<file path="src/rtl/mini_src_pkg.sv">
// Mini SRC control unit shared definitions: opcodes, IR field positions,
// FSM state encoding, step numbering and instruction classification.
// Optional feature macro: MINI_SRC_MULDIV_EN (decodes mul/div/mfhi/mflo).
package mini_src_pkg;

    localparam int STEP_W = 4;

    localparam int IR_OP_MSB = 31;
    localparam int IR_OP_LSB = 27;
    localparam int IR_RA_MSB = 26;
    localparam int IR_RA_LSB = 23;
    localparam int IR_RB_MSB = 22;
    localparam int IR_RB_LSB = 19;
    localparam int IR_RC_MSB = 18;
    localparam int IR_RC_LSB = 15;

    localparam logic [4:0] OP_LD   = 5'b00000;
    localparam logic [4:0] OP_ST   = 5'b00010;
    localparam logic [4:0] OP_ADD  = 5'b00011;
    localparam logic [4:0] OP_SUB  = 5'b00100;
    localparam logic [4:0] OP_SHR  = 5'b00101;
    localparam logic [4:0] OP_SHRA = 5'b00110;
    localparam logic [4:0] OP_SHL  = 5'b00111;
    localparam logic [4:0] OP_ROR  = 5'b01000;
    localparam logic [4:0] OP_ROL  = 5'b01001;
    localparam logic [4:0] OP_AND  = 5'b01010;
    localparam logic [4:0] OP_OR   = 5'b01011;
    localparam logic [4:0] OP_ADDI = 5'b01100;
    localparam logic [4:0] OP_ANDI = 5'b01101;
    localparam logic [4:0] OP_ORI  = 5'b01110;
    localparam logic [4:0] OP_DIV  = 5'b01111;
    localparam logic [4:0] OP_MUL  = 5'b10000;
    localparam logic [4:0] OP_NEG  = 5'b10001;
    localparam logic [4:0] OP_NOT  = 5'b10010;
    localparam logic [4:0] OP_MFHI = 5'b10100;
    localparam logic [4:0] OP_MFLO = 5'b10101;
    localparam logic [4:0] OP_NOP  = 5'b11010;
    localparam logic [4:0] OP_HALT = 5'b11011;

    localparam logic [STEP_W-1:0] T0 = 4'd0;
    localparam logic [STEP_W-1:0] T3 = 4'd3;
    localparam logic [STEP_W-1:0] T4 = 4'd4;
    localparam logic [STEP_W-1:0] T5 = 4'd5;
    localparam logic [STEP_W-1:0] T6 = 4'd6;
    localparam logic [STEP_W-1:0] T7 = 4'd7;
    localparam logic [STEP_W-1:0] T8 = 4'd8;
    localparam logic [STEP_W-1:0] T9 = 4'd9;

    typedef enum logic [1:0] {
        S_RESET = 2'd0,
        S_FETCH = 2'd1,
        S_EXEC  = 2'd2,
        S_HALT  = 2'd3
    } state_t;

    typedef enum logic [3:0] {
        C_RALU, C_IMM, C_UNARY, C_LD, C_ST, C_NOP, C_HALT,
        C_MULDIV, C_MFHI, C_MFLO, C_ILLEGAL
    } iclass_t;

    typedef enum logic [3:0] {
        A_NONE, A_ADD, A_SUB, A_MUL, A_DIV, A_SHR, A_SHRA, A_SHL,
        A_ROR, A_ROL, A_AND, A_OR, A_NEG, A_NOT
    } alu_t;

    // Instruction class decides the execute sequence shape.
    function automatic iclass_t classify(input logic [4:0] op);
        case (op)
            OP_ADD, OP_SUB, OP_SHR, OP_SHRA, OP_SHL,
            OP_ROR, OP_ROL, OP_AND, OP_OR:         return C_RALU;
            OP_ADDI, OP_ANDI, OP_ORI:              return C_IMM;
            OP_NEG, OP_NOT:                        return C_UNARY;
            OP_LD:                                 return C_LD;
            OP_ST:                                 return C_ST;
            OP_NOP:                                return C_NOP;
            OP_HALT:                               return C_HALT;
`ifdef MINI_SRC_MULDIV_EN
            OP_MUL, OP_DIV:                        return C_MULDIV;
            OP_MFHI:                               return C_MFHI;
            OP_MFLO:                               return C_MFLO;
`endif
            default:                               return C_ILLEGAL;
        endcase
    endfunction

    // ALU operation issued by an opcode; memory ops compute address with ADD.
    function automatic alu_t alu_of(input logic [4:0] op);
        case (op)
            OP_ADD, OP_ADDI, OP_LD, OP_ST: return A_ADD;
            OP_SUB:                        return A_SUB;
            OP_MUL:                        return A_MUL;
            OP_DIV:                        return A_DIV;
            OP_SHR:                        return A_SHR;
            OP_SHRA:                       return A_SHRA;
            OP_SHL:                        return A_SHL;
            OP_ROR:                        return A_ROR;
            OP_ROL:                        return A_ROL;
            OP_AND, OP_ANDI:               return A_AND;
            OP_OR, OP_ORI:                 return A_OR;
            OP_NEG:                        return A_NEG;
            OP_NOT:                        return A_NOT;
            default:                       return A_NONE;
        endcase
    endfunction

    // Final execute step of each class; Stop is honoured only there.
    function automatic logic [STEP_W-1:0] last_step(input iclass_t c);
        case (c)
            C_RALU, C_IMM: return T6;
            C_UNARY:       return T5;
            C_LD:          return T9;
            C_ST:          return T8;
            C_MULDIV:      return T7;
            default:       return T4;
        endcase
    endfunction

endpackage

</file>
<file path="src/rtl/mini_src_control_unit_if.sv">
// Control bundle between the Mini SRC control unit (master) and the
// datapath (slave): IR and Stop in, Run/Illegal and every strobe out.
interface mini_src_control_unit_if;
    logic [31:0] IR;
    logic        Stop;
    logic        Run;
    logic        Illegal;
    logic [15:0] Rin;
    logic [15:0] Rout;
    logic PCout, Zlowout, Zhighout, MDRout, LOout, HIout, Cout;
    logic PCin, IRin, Yin, Zin, MARin, MDRin, LOin, HIin;
    logic IncPC, Read, RAMRead, RAMWrite;
    logic ADD, SUB, MUL, DIV, SHR, SHRA, SHL, ROR, ROL, AND, OR, NEG, NOT;

    modport master (
        input  IR, Stop,
        output Run, Illegal, Rin, Rout,
        output PCout, Zlowout, Zhighout, MDRout, LOout, HIout, Cout,
        output PCin, IRin, Yin, Zin, MARin, MDRin, LOin, HIin,
        output IncPC, Read, RAMRead, RAMWrite,
        output ADD, SUB, MUL, DIV, SHR, SHRA, SHL, ROR, ROL, AND, OR, NEG, NOT
    );

    modport slave (
        output IR, Stop,
        input  Run, Illegal, Rin, Rout,
        input  PCout, Zlowout, Zhighout, MDRout, LOout, HIout, Cout,
        input  PCin, IRin, Yin, Zin, MARin, MDRin, LOin, HIin,
        input  IncPC, Read, RAMRead, RAMWrite,
        input  ADD, SUB, MUL, DIV, SHR, SHRA, SHL, ROR, ROL, AND, OR, NEG, NOT
    );
endinterface

</file>
<file path="src/rtl/mini_src_reg_select.sv">
// Register select: picks ra/rb/rc by Gra/Grb/Grc and produces one-hot
// register load and bus-drive vectors. R0 is never loaded.
module mini_src_reg_select (
    input  logic [3:0]  i_ra,
    input  logic [3:0]  i_rb,
    input  logic [3:0]  i_rc,
    input  logic        i_gra,
    input  logic        i_grb,
    input  logic        i_grc,
    input  logic        i_rin_en,
    input  logic        i_rout_en,
    output logic [15:0] o_rin,
    output logic [15:0] o_rout
);
    logic [3:0]  w_sel;
    logic [15:0] w_onehot;

    // Field mux and one-hot expansion of the chosen register number.
    always_comb begin
        w_sel = 4'd0;
        if (i_gra)      w_sel = i_ra;
        else if (i_grb) w_sel = i_rb;
        else if (i_grc) w_sel = i_rc;
        w_onehot = 16'd1 << w_sel;
    end

    assign o_rin  = i_rin_en  ? (w_onehot & 16'hFFFE) : 16'd0;
    assign o_rout = i_rout_en ? w_onehot : 16'd0;

endmodule

</file>
<file path="src/rtl/mini_src_control_unit.sv">
// Mini SRC hardwired control unit: state register, step counter and
// combinational strobe decode from the registered state.
// Optional feature macro: MINI_SRC_MULDIV_EN (mul/div/mfhi/mflo support).
//
// state   | meaning
// S_RESET | holding after reset for RESET_PC_HOLD cycles
// S_FETCH | T0..T3 instruction fetch
// S_EXEC  | T4..T9 execute sequence of the decoded instruction
// S_HALT  | stopped (halt, Stop request or illegal opcode) until reset
module mini_src_control_unit
    import mini_src_pkg::*;
#(
    parameter int RESET_PC_HOLD = 1
) (
    input  logic                    Clock,
    input  logic                    Clear,
    mini_src_control_unit_if.master bus
);
    state_t              r_state;
    logic [STEP_W-1:0]   r_step;
    logic                r_illegal;
    logic                r_stop_pend;

    logic [4:0]          w_op;
    iclass_t             w_class;
    alu_t                w_alu;
    logic [STEP_W-1:0]   w_last;
    logic                w_gra, w_grb, w_grc, w_rin_en, w_rout_en, w_alu_en;
`ifdef MINI_SRC_MULDIV_EN
    logic                w_loin, w_hiin, w_loout, w_hiout;
`endif

    assign w_op    = bus.IR[IR_OP_MSB:IR_OP_LSB];
    assign w_class = classify(w_op);
    assign w_alu   = alu_of(w_op);
    assign w_last  = last_step(w_class);

    // Sequencer. A Stop request is remembered until the next instruction boundary.
    always_ff @(posedge Clock or negedge Clear) begin
        if (!Clear) begin
            r_state     <= S_RESET;
            r_step      <= '0;
            r_illegal   <= 1'b0;
            r_stop_pend <= 1'b0;
        end else begin
            if (bus.Stop) r_stop_pend <= 1'b1;
            case (r_state)
                S_RESET: begin
                    if (r_step == STEP_W'(RESET_PC_HOLD - 1)) begin
                        r_state <= S_FETCH;
                        r_step  <= T0;
                    end else begin
                        r_step <= r_step + 1'b1;
                    end
                end
                S_FETCH: begin
                    if (r_step == T3) r_state <= S_EXEC;
                    r_step <= r_step + 1'b1;
                end
                S_EXEC: begin
                    if (r_step == T4 && w_class == C_ILLEGAL) begin
                        r_illegal <= 1'b1;
                        r_state   <= S_HALT;
                    end else if (r_step == T4 && w_class == C_HALT) begin
                        r_state <= S_HALT;
                    end else if (r_step == w_last) begin
                        r_state <= (bus.Stop || r_stop_pend) ? S_HALT : S_FETCH;
                        r_step  <= T0;
                    end else begin
                        r_step <= r_step + 1'b1;
                    end
                end
                default: r_state <= S_HALT;
            endcase
        end
    end

    // Strobe decode: fetch steps are fixed, execute steps depend on the class.
    always_comb begin
        bus.PCout = 1'b0; bus.Zlowout = 1'b0; bus.Zhighout = 1'b0; bus.MDRout = 1'b0;
        bus.Cout  = 1'b0; bus.PCin = 1'b0; bus.IRin = 1'b0; bus.Yin = 1'b0;
        bus.Zin   = 1'b0; bus.MARin = 1'b0; bus.MDRin = 1'b0; bus.IncPC = 1'b0;
        bus.Read  = 1'b0; bus.RAMRead = 1'b0; bus.RAMWrite = 1'b0;
        w_gra = 1'b0; w_grb = 1'b0; w_grc = 1'b0;
        w_rin_en = 1'b0; w_rout_en = 1'b0; w_alu_en = 1'b0;
`ifdef MINI_SRC_MULDIV_EN
        w_loin = 1'b0; w_hiin = 1'b0; w_loout = 1'b0; w_hiout = 1'b0;
`endif
        if (r_state == S_FETCH) begin
            case (r_step)
                4'd0:    begin bus.PCout = 1'b1; bus.MARin = 1'b1; bus.IncPC = 1'b1; bus.Zin = 1'b1; end
                4'd1:    begin bus.Zlowout = 1'b1; bus.PCin = 1'b1; bus.RAMRead = 1'b1; end
                4'd2:    begin bus.Read = 1'b1; bus.MDRin = 1'b1; end
                default: begin bus.MDRout = 1'b1; bus.IRin = 1'b1; end
            endcase
        end else if (r_state == S_EXEC) begin
            case (w_class)
                C_RALU, C_IMM: begin
                    case (r_step)
                        T4: begin w_grb = 1'b1; w_rout_en = 1'b1; bus.Yin = 1'b1; end
                        T5: begin
                            if (w_class == C_RALU) begin w_grc = 1'b1; w_rout_en = 1'b1; end
                            else bus.Cout = 1'b1;
                            w_alu_en = 1'b1; bus.Zin = 1'b1;
                        end
                        T6: begin bus.Zlowout = 1'b1; w_gra = 1'b1; w_rin_en = 1'b1; end
                        default: ;
                    endcase
                end
                C_UNARY: begin
                    case (r_step)
                        T4: begin w_grb = 1'b1; w_rout_en = 1'b1; w_alu_en = 1'b1; bus.Zin = 1'b1; end
                        T5: begin bus.Zlowout = 1'b1; w_gra = 1'b1; w_rin_en = 1'b1; end
                        default: ;
                    endcase
                end
                C_LD, C_ST: begin
                    case (r_step)
                        T4: begin w_grb = 1'b1; w_rout_en = 1'b1; bus.Yin = 1'b1; end
                        T5: begin bus.Cout = 1'b1; w_alu_en = 1'b1; bus.Zin = 1'b1; end
                        T6: begin bus.Zlowout = 1'b1; bus.MARin = 1'b1; end
                        T7: begin
                            if (w_class == C_LD) bus.RAMRead = 1'b1;
                            else begin w_gra = 1'b1; w_rout_en = 1'b1; bus.MDRin = 1'b1; end
                        end
                        T8: begin
                            if (w_class == C_LD) begin bus.Read = 1'b1; bus.MDRin = 1'b1; end
                            else begin bus.MDRout = 1'b1; bus.RAMWrite = 1'b1; end
                        end
                        T9: begin bus.MDRout = 1'b1; w_gra = 1'b1; w_rin_en = 1'b1; end
                        default: ;
                    endcase
                end
`ifdef MINI_SRC_MULDIV_EN
                C_MULDIV: begin
                    case (r_step)
                        T4: begin w_gra = 1'b1; w_rout_en = 1'b1; bus.Yin = 1'b1; end
                        T5: begin w_grb = 1'b1; w_rout_en = 1'b1; w_alu_en = 1'b1; bus.Zin = 1'b1; end
                        T6: begin bus.Zlowout = 1'b1; w_loin = 1'b1; end
                        T7: begin bus.Zhighout = 1'b1; w_hiin = 1'b1; end
                        default: ;
                    endcase
                end
                C_MFHI: begin w_hiout = 1'b1; w_gra = 1'b1; w_rin_en = 1'b1; end
                C_MFLO: begin w_loout = 1'b1; w_gra = 1'b1; w_rin_en = 1'b1; end
`endif
                default: ;
            endcase
        end
    end

    mini_src_reg_select u_reg_select (
        .i_ra      (bus.IR[IR_RA_MSB:IR_RA_LSB]),
        .i_rb      (bus.IR[IR_RB_MSB:IR_RB_LSB]),
        .i_rc      (bus.IR[IR_RC_MSB:IR_RC_LSB]),
        .i_gra     (w_gra),
        .i_grb     (w_grb),
        .i_grc     (w_grc),
        .i_rin_en  (w_rin_en),
        .i_rout_en (w_rout_en),
        .o_rin     (bus.Rin),
        .o_rout    (bus.Rout)
    );

    assign bus.Run     = (r_state == S_FETCH) || (r_state == S_EXEC);
    assign bus.Illegal = r_illegal;

    assign bus.ADD  = w_alu_en && (w_alu == A_ADD);
    assign bus.SUB  = w_alu_en && (w_alu == A_SUB);
    assign bus.SHR  = w_alu_en && (w_alu == A_SHR);
    assign bus.SHRA = w_alu_en && (w_alu == A_SHRA);
    assign bus.SHL  = w_alu_en && (w_alu == A_SHL);
    assign bus.ROR  = w_alu_en && (w_alu == A_ROR);
    assign bus.ROL  = w_alu_en && (w_alu == A_ROL);
    assign bus.AND  = w_alu_en && (w_alu == A_AND);
    assign bus.OR   = w_alu_en && (w_alu == A_OR);
    assign bus.NEG  = w_alu_en && (w_alu == A_NEG);
    assign bus.NOT  = w_alu_en && (w_alu == A_NOT);

`ifdef MINI_SRC_MULDIV_EN
    assign bus.MUL   = w_alu_en && (w_alu == A_MUL);
    assign bus.DIV   = w_alu_en && (w_alu == A_DIV);
    assign bus.LOin  = w_loin;
    assign bus.HIin  = w_hiin;
    assign bus.LOout = w_loout;
    assign bus.HIout = w_hiout;
`else
    assign bus.MUL   = 1'b0;
    assign bus.DIV   = 1'b0;
    assign bus.LOin  = 1'b0;
    assign bus.HIin  = 1'b0;
    assign bus.LOout = 1'b0;
    assign bus.HIout = 1'b0;
`endif

endmodule
</file>
<file path="src/flat_wrapper.sv">
// flat-port wrapper written by rule: the top's interface ports become plain ports
module mini_src_control_unit_flat import mini_src_pkg::*;
#(
    parameter int RESET_PC_HOLD = 1
)
  (Clock, Clear, bus_IR, bus_Stop, bus_Run, bus_Illegal, bus_Rin, bus_Rout, bus_PCout, bus_Zlowout, bus_Zhighout, bus_MDRout, bus_LOout, bus_HIout, bus_Cout, bus_PCin, bus_IRin, bus_Yin, bus_Zin, bus_MARin, bus_MDRin, bus_LOin, bus_HIin, bus_IncPC, bus_Read, bus_RAMRead, bus_RAMWrite, bus_ADD, bus_SUB, bus_MUL, bus_DIV, bus_SHR, bus_SHRA, bus_SHL, bus_ROR, bus_ROL, bus_AND, bus_OR, bus_NEG, bus_NOT);
  mini_src_control_unit_if bus_i ();
  input  logic Clock;
  input  logic Clear;
  input wire logic [$bits(bus_i.IR)-1:0] bus_IR;
  input wire logic [$bits(bus_i.Stop)-1:0] bus_Stop;
  output wire logic [$bits(bus_i.Run)-1:0] bus_Run;
  output wire logic [$bits(bus_i.Illegal)-1:0] bus_Illegal;
  output wire logic [$bits(bus_i.Rin)-1:0] bus_Rin;
  output wire logic [$bits(bus_i.Rout)-1:0] bus_Rout;
  output wire logic [$bits(bus_i.PCout)-1:0] bus_PCout;
  output wire logic [$bits(bus_i.Zlowout)-1:0] bus_Zlowout;
  output wire logic [$bits(bus_i.Zhighout)-1:0] bus_Zhighout;
  output wire logic [$bits(bus_i.MDRout)-1:0] bus_MDRout;
  output wire logic [$bits(bus_i.LOout)-1:0] bus_LOout;
  output wire logic [$bits(bus_i.HIout)-1:0] bus_HIout;
  output wire logic [$bits(bus_i.Cout)-1:0] bus_Cout;
  output wire logic [$bits(bus_i.PCin)-1:0] bus_PCin;
  output wire logic [$bits(bus_i.IRin)-1:0] bus_IRin;
  output wire logic [$bits(bus_i.Yin)-1:0] bus_Yin;
  output wire logic [$bits(bus_i.Zin)-1:0] bus_Zin;
  output wire logic [$bits(bus_i.MARin)-1:0] bus_MARin;
  output wire logic [$bits(bus_i.MDRin)-1:0] bus_MDRin;
  output wire logic [$bits(bus_i.LOin)-1:0] bus_LOin;
  output wire logic [$bits(bus_i.HIin)-1:0] bus_HIin;
  output wire logic [$bits(bus_i.IncPC)-1:0] bus_IncPC;
  output wire logic [$bits(bus_i.Read)-1:0] bus_Read;
  output wire logic [$bits(bus_i.RAMRead)-1:0] bus_RAMRead;
  output wire logic [$bits(bus_i.RAMWrite)-1:0] bus_RAMWrite;
  output wire logic [$bits(bus_i.ADD)-1:0] bus_ADD;
  output wire logic [$bits(bus_i.SUB)-1:0] bus_SUB;
  output wire logic [$bits(bus_i.MUL)-1:0] bus_MUL;
  output wire logic [$bits(bus_i.DIV)-1:0] bus_DIV;
  output wire logic [$bits(bus_i.SHR)-1:0] bus_SHR;
  output wire logic [$bits(bus_i.SHRA)-1:0] bus_SHRA;
  output wire logic [$bits(bus_i.SHL)-1:0] bus_SHL;
  output wire logic [$bits(bus_i.ROR)-1:0] bus_ROR;
  output wire logic [$bits(bus_i.ROL)-1:0] bus_ROL;
  output wire logic [$bits(bus_i.AND)-1:0] bus_AND;
  output wire logic [$bits(bus_i.OR)-1:0] bus_OR;
  output wire logic [$bits(bus_i.NEG)-1:0] bus_NEG;
  output wire logic [$bits(bus_i.NOT)-1:0] bus_NOT;
  assign bus_i.IR = bus_IR;
  assign bus_i.Stop = bus_Stop;
  assign bus_Run = bus_i.Run;
  assign bus_Illegal = bus_i.Illegal;
  assign bus_Rin = bus_i.Rin;
  assign bus_Rout = bus_i.Rout;
  assign bus_PCout = bus_i.PCout;
  assign bus_Zlowout = bus_i.Zlowout;
  assign bus_Zhighout = bus_i.Zhighout;
  assign bus_MDRout = bus_i.MDRout;
  assign bus_LOout = bus_i.LOout;
  assign bus_HIout = bus_i.HIout;
  assign bus_Cout = bus_i.Cout;
  assign bus_PCin = bus_i.PCin;
  assign bus_IRin = bus_i.IRin;
  assign bus_Yin = bus_i.Yin;
  assign bus_Zin = bus_i.Zin;
  assign bus_MARin = bus_i.MARin;
  assign bus_MDRin = bus_i.MDRin;
  assign bus_LOin = bus_i.LOin;
  assign bus_HIin = bus_i.HIin;
  assign bus_IncPC = bus_i.IncPC;
  assign bus_Read = bus_i.Read;
  assign bus_RAMRead = bus_i.RAMRead;
  assign bus_RAMWrite = bus_i.RAMWrite;
  assign bus_ADD = bus_i.ADD;
  assign bus_SUB = bus_i.SUB;
  assign bus_MUL = bus_i.MUL;
  assign bus_DIV = bus_i.DIV;
  assign bus_SHR = bus_i.SHR;
  assign bus_SHRA = bus_i.SHRA;
  assign bus_SHL = bus_i.SHL;
  assign bus_ROR = bus_i.ROR;
  assign bus_ROL = bus_i.ROL;
  assign bus_AND = bus_i.AND;
  assign bus_OR = bus_i.OR;
  assign bus_NEG = bus_i.NEG;
  assign bus_NOT = bus_i.NOT;
  mini_src_control_unit #(.RESET_PC_HOLD(RESET_PC_HOLD)) u_core (.Clock(Clock), .Clear(Clear), .bus(bus_i));
endmodule
</file>
<file path="config.mk">
export PLATFORM = sky130hd
export DESIGN_NAME = mini_src_control_unit_flat
export DESIGN_NICKNAME = d
export VERILOG_FILES = /design/src/rtl/mini_src_pkg.sv /design/src/rtl/mini_src_control_unit_if.sv /design/src/rtl/mini_src_reg_select.sv /design/src/rtl/mini_src_control_unit.sv /design/src/flat_wrapper.sv
export SDC_FILE = /design/constraint.sdc
export NUM_CORES = 1
export LEC_CHECK = 0
export BUFFER_PORTS_ARGS = -buffer_cell sky130_fd_sc_hd__buf_2
export CELL_PAD_IN_SITES_DETAIL_PLACEMENT = 0
export CELL_PAD_IN_SITES_GLOBAL_PLACEMENT = 1
export CORE_AREA = 2 2 83 85
export CTS_CLUSTER_SIZE = 12
export DETAILED_ROUTE_END_ITERATION = 12
export DIE_AREA = 0 0 85 87
export PLACE_DENSITY_LB_ADDON = 0.1
export SLEW_MARGIN = 20
export SYNTH_ARGS = -nofsm -noshare
export SYNTH_HDL_FRONTEND = slang
export SYNTH_SLANG_ARGS = --single-unit
</file>
<file path="constraint.sdc">
create_clock -name Clock -period 6.65 [get_ports Clock]
set_input_delay 1.6625 -clock Clock [delete_from_list [all_inputs] [get_ports Clock]]
set_output_delay 1.6625 -clock Clock [all_outputs]
set_load 0.005 [all_outputs]
</file>
==> Word-level counts from Yosys, hierarchy flattened <==
Memory sizes are Yosys's and may differ from the RTL's.
Index checks and enable logic that the tools add are counted.
W data, S select, Z words.
{ "totals": {"ff_bits": 8, "latchBits": 0, "ramBits": 0, "rom_bits": 256, "inputBits": 35, "out_inout_bits": 66, "wordCells": 159, "memories": 2} }
{ "memory_table": {"columns": ["name", "words", "width", "read_ports", "rd_ports_with_merged_regs", "write_ports", "line", "text"], "rows": [
  ["(name not given)", 32, 4, 1, 0, 0, "mini_src_pkg.sv:88", "case (op)"],
  ["(name not given)", 32, 4, 1, 0, 0, "mini_src_pkg.sv:68", "case (op)"]
]} }
{ "op_classes": {"add_sub_neg": 1, "mul": 0, "n_div": 0, "order_cmp": 0, "eq_ne": 35, "n_shift": 1, "n_mux": 89, "n_bitwise": 0, "n_reduce_logical": 27} }
{ "ops": {"columns": ["operator", "count"], "rows": [
  ["$mux W1", 60],
  ["$eq A4 B3 Y1 const B", 10],
  ["$eq A4 B4 Y1 const B", 9],
  ["$mux W16", 2],
  ["$mux W4", 7],
  ["$eq A4 B2 Y1 const B", 5],
  ["$pmux W4 S5", 1],
  ["$pmux W1 S2", 8],
  ["$shl A1 B4 Y16 const A", 1],
  ["$logic_and A1 B1 Y1", 13],
  ["$eq A4 B1 Y1 const B", 3],
  ["$mux W2", 6],
  ["$pmux W4 S3", 1],
  ["$pmux W1 S3", 3],
  ["$logic_not A4 Y1", 2],
  ["$pmux W2 S3", 1],
  ["$reduce_and A3 Y1", 2],
  ["$reduce_or A5 Y1", 1],
  ["$add A4 B1 Y4 const B", 1],
  ["$eq A4 B4 Y1", 1],
  ["$ne A2 B1 Y1 const B", 2],
  ["$ne A2 B2 Y1 const B", 2],
  ["$ne A4 B1 Y1 const B", 1],
  ["$reduce_or A2 Y1", 2],
  ["8 further kinds", 9]
]} }

==> Longest topological paths before layout <==
An unclocked memory read counts as a cell.
{ "logic_depth": {"depth_word": 12, "mapped_depth": 11, "mapped_depth_nobuf": 10} }

==> Modules after synthesis <==
A second synthesis with hierarchy kept.
{ "unflattened": {"cells_unflattened": 305, "area_unflattened_um2": 2334.7} }
{ "by_module_without_submodules": {"columns": ["mod", "n_inst", "cells_each", "area_per_inst_um2", "seq_area_each_um2"], "rows": [
  ["mini_src_control_unit", 1, 229, 1697.9, 200.2],
  ["mini_src_reg_select", 1, 76, 636.9, 0.0]
]} }

==> Worst setup path after synthesis <==
No wires, ideal clock.
{ "synth_path": {"path_kind": "input-to-output", "startpoint": "input bus_IR[27]", "endpoint": "output bus_Rin[10]", "arrival_ps": 4230, "t_required_ps": 4987, "setup_slack_ps": 757, "stages": 11, "n_path_buf": 1, "cell_sequence": "inv_1 > ha_1 > or4b_4 > a32o_2 > or3_1 > buf_6 > a31oi_4 > mux2_2 > mux2_2 > nand2_1 > nor2_1"} }
{ "synth_between": {"elab_chain_len": 12, "word_cells_on_any_way": 30, "cone_classes": "4 x eq/ne; 1 x shift; 20 x mux; 4 x reduce/logical; 1 x memory"} }
{ "synth_lines": {"columns": ["item", "line", "text"], "rows": [
  ["start, declared", "flat_wrapper.sv:10", "input wire logic [$bits(bus_i.IR)-1:0] bus_IR;"],
  ["$mem_v2 Z32 W4 *", null, null],
  ["$logic_not A4 Y1", "mini_src_control_unit.sv:97, mini_src_control_unit.sv:102", null],
  ["$mux W1", "mini_src_control_unit.sv:102", "if (w_class == C_RALU) begin w_grc = 1'b1; w_rout_en = 1'b1; end"],
  ["$mux W1", "mini_src_control_unit.sv:99", "case (r_step)"],
  ["$mux W1", "mini_src_control_unit.sv:97", "case (w_class)"],
  ["$mux W1", "mini_src_control_unit.sv:96", "end else if (r_state == S_EXEC) begin"],
  ["$mux W1", "mini_src_control_unit.sv:89", "if (r_state == S_FETCH) begin"],
  ["$mux W4", "mini_src_reg_select.sv:23", "else if (i_grc) w_sel = i_rc;"],
  ["$mux W4", "mini_src_reg_select.sv:22", "else if (i_grb) w_sel = i_rb;"],
  ["$mux W4", "mini_src_reg_select.sv:21", "if (i_gra) w_sel = i_ra;"],
  ["$shl A1 B4 Y16", "mini_src_reg_select.sv:24", "w_onehot = 16'd1 << w_sel;"],
  ["$mux W16 *", "mini_src_reg_select.sv:27", "assign o_rin = i_rin_en ? (w_onehot & 16'hFFFE) : 16'd0;"],
  ["end, declared", "flat_wrapper.sv:14", "output wire logic [$bits(bus_i.Rin)-1:0] bus_Rin;"]
]} }
Every way passes the cells marked *; elsewhere a longest branch is shown, timed or not.

==> Worst setup path after layout <==
{ "layout_path": {"startpoint": "input bus_IR[27]", "endpoint": "output bus_Rout[5]"} }
{ "layout_between": {"elab_chain_len": 12, "word_cells_on_any_way": 32, "cone_classes": "4 x eq/ne; 1 x shift; 22 x mux; 4 x reduce/logical; 1 x memory"} }
{ "layout_lines": {"columns": ["item", "line", "text"], "rows": [
  ["$mem_v2 Z32 W4 *", null, null],
  ["$logic_not A4 Y1", "mini_src_control_unit.sv:97, mini_src_control_unit.sv:102", null],
  ["$mux W1", "mini_src_control_unit.sv:102", null],
  ["$mux W1", "mini_src_control_unit.sv:99", null],
  ["$mux W1", "mini_src_control_unit.sv:97", null],
  ["$mux W1", "mini_src_control_unit.sv:96", null],
  ["$mux W1", "mini_src_control_unit.sv:89", null],
  ["$mux W4", "mini_src_reg_select.sv:23", null],
  ["$mux W4", "mini_src_reg_select.sv:22", null],
  ["$mux W4", "mini_src_reg_select.sv:21", null],
  ["$shl A1 B4 Y16", "mini_src_reg_select.sv:24", null],
  ["$mux W16 *", "mini_src_reg_select.sv:28", "assign o_rout = i_rout_en ? w_onehot : 16'd0;"],
  ["end, declared", "flat_wrapper.sv:15", "output wire logic [$bits(bus_i.Rout)-1:0] bus_Rout;"]
]} }
Marks and branches as above.

==> impl.org <==
** Outcome
- The flow ran to the end, and the final reports show no timing, DRC or antenna violations.

** Timing
- Final hold violation count :: 0
- The number of pins with negative max-slew slack in the final report came to 0.
- Setup violations, final :: 0
- Share of the cycle needed by the critical path after routing :: 0.9646
- Setup slack closes at 0.2352 ns.
- Measured against its own limit, the worst slew margin works out to 0.4592.
- Final min period :: 6.415 ns
- Aggregate negative setup slack :: 0 ns
- Final clock skew :: 0.0004993 ns
- Setup repair after global routing left no endpoint under its margin.
- Maximum clock rate :: 0.1559 GHz
- At the pin with the least slew margin, the transition time is 0.8095 ns.

** Worst setup path
- Reg-to-reg startpoint :: u_core.r_step[2]
- Worst Setup End Kind :: output pin
- The worst register-to-register path ends at u_core.r_step[0].
- Required time at the endpoint of the critical path :: 4.99 ns
- For this run, the slowest stage of the critical path takes 0.48 ns.
- Along the worst path, the maximum fanout reaches 8.
- Cell with the largest stage delay on the worst path :: or4b_4
- Reg-to-reg setup timing slack :: 4.32 ns
- Critical path data arrival time :: 4.75 ns
- Crit path kind :: in -> out
- Worst R2R Path Depth :: 6
- Traced cell by cell, the critical path runs through buf_2 -> inv_1 -> ha_1 -> or4b_4 -> a32o_2 -> or3_4 -> a31oi_4 -> mux2_2 -> mux2_2 -> nand2_1 -> nor2_1 -> buf_2.
- Kind of start point of the critical path :: input port

** Global routing
- All-Layer GR Usage :: 0.1565
- First-pass GRT wire length :: 9.715 mm
- GRT overflow :: 0
- Entering global routing, the biggest net connects 18 pins.
- The initial antenna violation count was 0.
- Via count of the first global-routing pass :: 1988

** Finish
- Register Area :: 200.2 µm²
- Fin nets :: 408
- Of the cells placed in the final design, the portion with a size suffix greater than 1 is 0.3079.
- From synthesis to final layout, the design area changed by 20.33%.
- Excluding fillers, the count of instances in the completed layout stands at 434.
- The layout has 735 filler cells.
- Multi-input gate area in the final layout :: 1638 µm²
- 0 antenna diodes ended up in the layout.

** Die
- 101 I/O pins were placed.
- The initialized floorplan defines 30 standard-cell rows.
- The die is 87 µm tall.
- The die is 85 µm wide.
- The die covers 7395 µm².
- The total area inside the core boundary comes to 6569 µm².
- The initial utilization of the core area, before any placement, comes to 0.3072.

** CTS
- Number of CTS-inserted buffers :: 3
- Clk pin slew, worst setup/hold paths :: 0.04 ns
- TritonCTS clock tree :: yes
- The number of setup buffers added after CTS is 0.
- In this run the number of H-tree levels came out at 1.
- CTS Root Cell :: clkbuf_8
- Clock tree sinks :: 8
- In this run, post-CTS hold repair placed 0 buffers.
- Latest clock arrival within the worst-skew pair :: 0.22 ns
- The clock passes through at most 2 buffers.

** Placement
- Routability-driven placement finished with a final weighted congestion of 0.7907.
- OpenSTA, run right after detailed placement, puts the worst setup slack at 0.1137 ns.
- DP Cell Count :: 431
- The HPWL after detailed placement is 4.959 mm.
- Quantity of I/O buffers inserted on ports :: 77

** Routing
- DR vias :: 2268
- In the final routed layout, each cell accounts on average for 14.00 µm.
- After detailed routing, the number of remaining DRC violations is 0.
- Starting DRT DRC Count :: 66
- In this run the remaining antenna-violating nets after routing total 0.
- DR pass1 iterations :: 4
- Dividing the detail-routed via count by the number of cells gives 5.226.
- Total Routed Length :: 6.077 mm

** Yosys
- Yosys printed 0 warnings.
- Count of flip-flops with a built-in enable after synthesis :: 0
- By area the synthesized netlist is led by ha_1, dfrtp_1, nor2_1.
- Most instantiated flip-flop cell in the synthesis netlist :: dfrtp_1
- Synthesis instantiated 64 different standard cells from the library.
- Asr flop ratio synth :: 1.000
- Summed over all instances, the cell type with the most area after synthesis is ha_1.
- Syn avg cell area :: 7.081 µm²
- Post-Syn Instances :: 285
- In this run the cell area of the synthesized design comes to 2018 µm².
- Flops & latches, synth :: 8
- Of the post-synthesis cell area, the dominant cell type holds 0.1054.
- Sequential fraction of the synthesis area :: 0.09919

** Power
- In this run the power density over the cells is 62.85 nW/µm².
- Across the VDD grid, the largest voltage drop is 0.1018 mV.
- Leakage power summed over all cells :: 0.001235 µW

** Worst hold path
- Along the worst hold path, the cell count comes to 1.
- The startpoint identified for the worst hold timing path is u_core.r_stop_pend.
- In this run the worst hold path is classified as reg -> reg.
- For hold timing, the worst endpoint is u_core.r_stop_pend.

** Run
- The tool flagged a number of max-cap violations equal to 0.
[synthesized netlist by cell type, types with 7 or more instances]
cell and count:
nor2_1 50, nand2_1 24, nand3_1 19, ha_1 17
o21ai_0 11, inv_1 10, nor3_1 10, a21oi_1 9
buf_4 9, dfrtp_1 8, and3_1 7, mux2i_1 7
nor2b_1 7
[power by group]
part,total (µW),switching (µW),internal (µW)
combinational,49.6,31.3,18.4
sequential,49.0,0.00000000000000208,49.0
clock,54.0,15.2,38.9
[final cells by class]
type,count,share of cell area
multi-input cells,252,0.6744
clock buffers,3,0.01700
well taps,80,0.04122
repair buffers,80,0.1680
inverters,11,0.01700
flip-flops and latches,8,0.08243
[how the worst max path moves through the flow]
stage / slack (ns) / startpoint / end / cells after the start
2_1_floorplan: 0.76 / bus_IR[27] / bus_Rin[10] / 11
5_1_grt: 0.01 / bus_IR[27] / bus_Rout[6] / 12
4_1_cts: 0.12 / bus_IR[27] / bus_Rin[11] / 12
6_report: 0.24 / bus_IR[27] / bus_Rout[5] / 12
3_5_place_dp: 0.11 / bus_IR[27] / bus_Rin[11] / 12
3_3_place_gp: 0.11 / bus_IR[27] / bus_Rin[11] / 12
[registers in the layout, indices dropped and copies added, names as in the netlist]
register / flops
u_core.r_step: 4
u_core.bus.Illegal: 1
u_core.r_state: 2
u_core.r_stop_pend: 1
[cells by family after synthesis]
logic type,share of synthesized area
and+or+nand+nor,0.4055
AOI/OAI and AO/OA,0.2096
buffers and inverters,0.1048
adders and majority gates,0.1054
muxes,0.07377
DFF,0.09919
other,0.001858
[routing by layer]
metal / wire length (µm) / GRT usage / vias up
met2: 2758 / 0.2670 / 78
met4: 11 / 0.02597 / 0
met5: 0 / 0 / -
met1: 2948 / 0.2138 / 1026
met3: 358 / 0.02085 / 2
li1: - / - / 1162
[through the flow]
step	hold slack (ns)	total power, µW	utilization	cell area (µm²)
2_1_floorplan	0.4212	86.06	-	2044
3_3_place_gp	0.4387	98.42	0.3627	2382
3_5_place_dp	0.4352	98.53	0.3627	2382
4_1_cts	0.4434	153.8	0.3690	2424
5_1_grt	0.4727	165.6	0.3697	2429
6_report	0.4443	152.6	0.3697	2429
[critical path, delay by kind of cell]
family	cells	cell delay (ns)
and+or+nand+nor	4	1.25
AOI/OAI and AO/OA	2	0.54
buffers and inverters	3	0.44
muxes	2	0.64
adders and majority gates	1	0.21
[cells in the final DEF, fill, tap and decap left out, types with 4 or more instances in the layout]
cell type / netlist / layout
buf_2: 0 / 77
ha_1: 17 / 17
nand3b_1: 5 / 5
mux2_2: 6 / 6
dfrtp_1: 8 / 8
nand2_1: 24 / 24
a21oi_1: 9 / 9
nand3_1: 19 / 19
nor3_1: 10 / 10
and3_1: 7 / 7
nor2b_1: 7 / 7
mux2i_1: 7 / 7
inv_1: 10 / 10
conb_1: 1 / 8
nor2_1: 50 / 50
and3_2: 4 / 4
nand4b_1: 4 / 4
o21ai_0: 11 / 11
[timing repair]
item                                    CTS  global route
endpoints found under the setup margin    0            28
resized for setup                         0             1
endpoints found under the hold margin     0             0
Power figures use the tool's default switching activity.
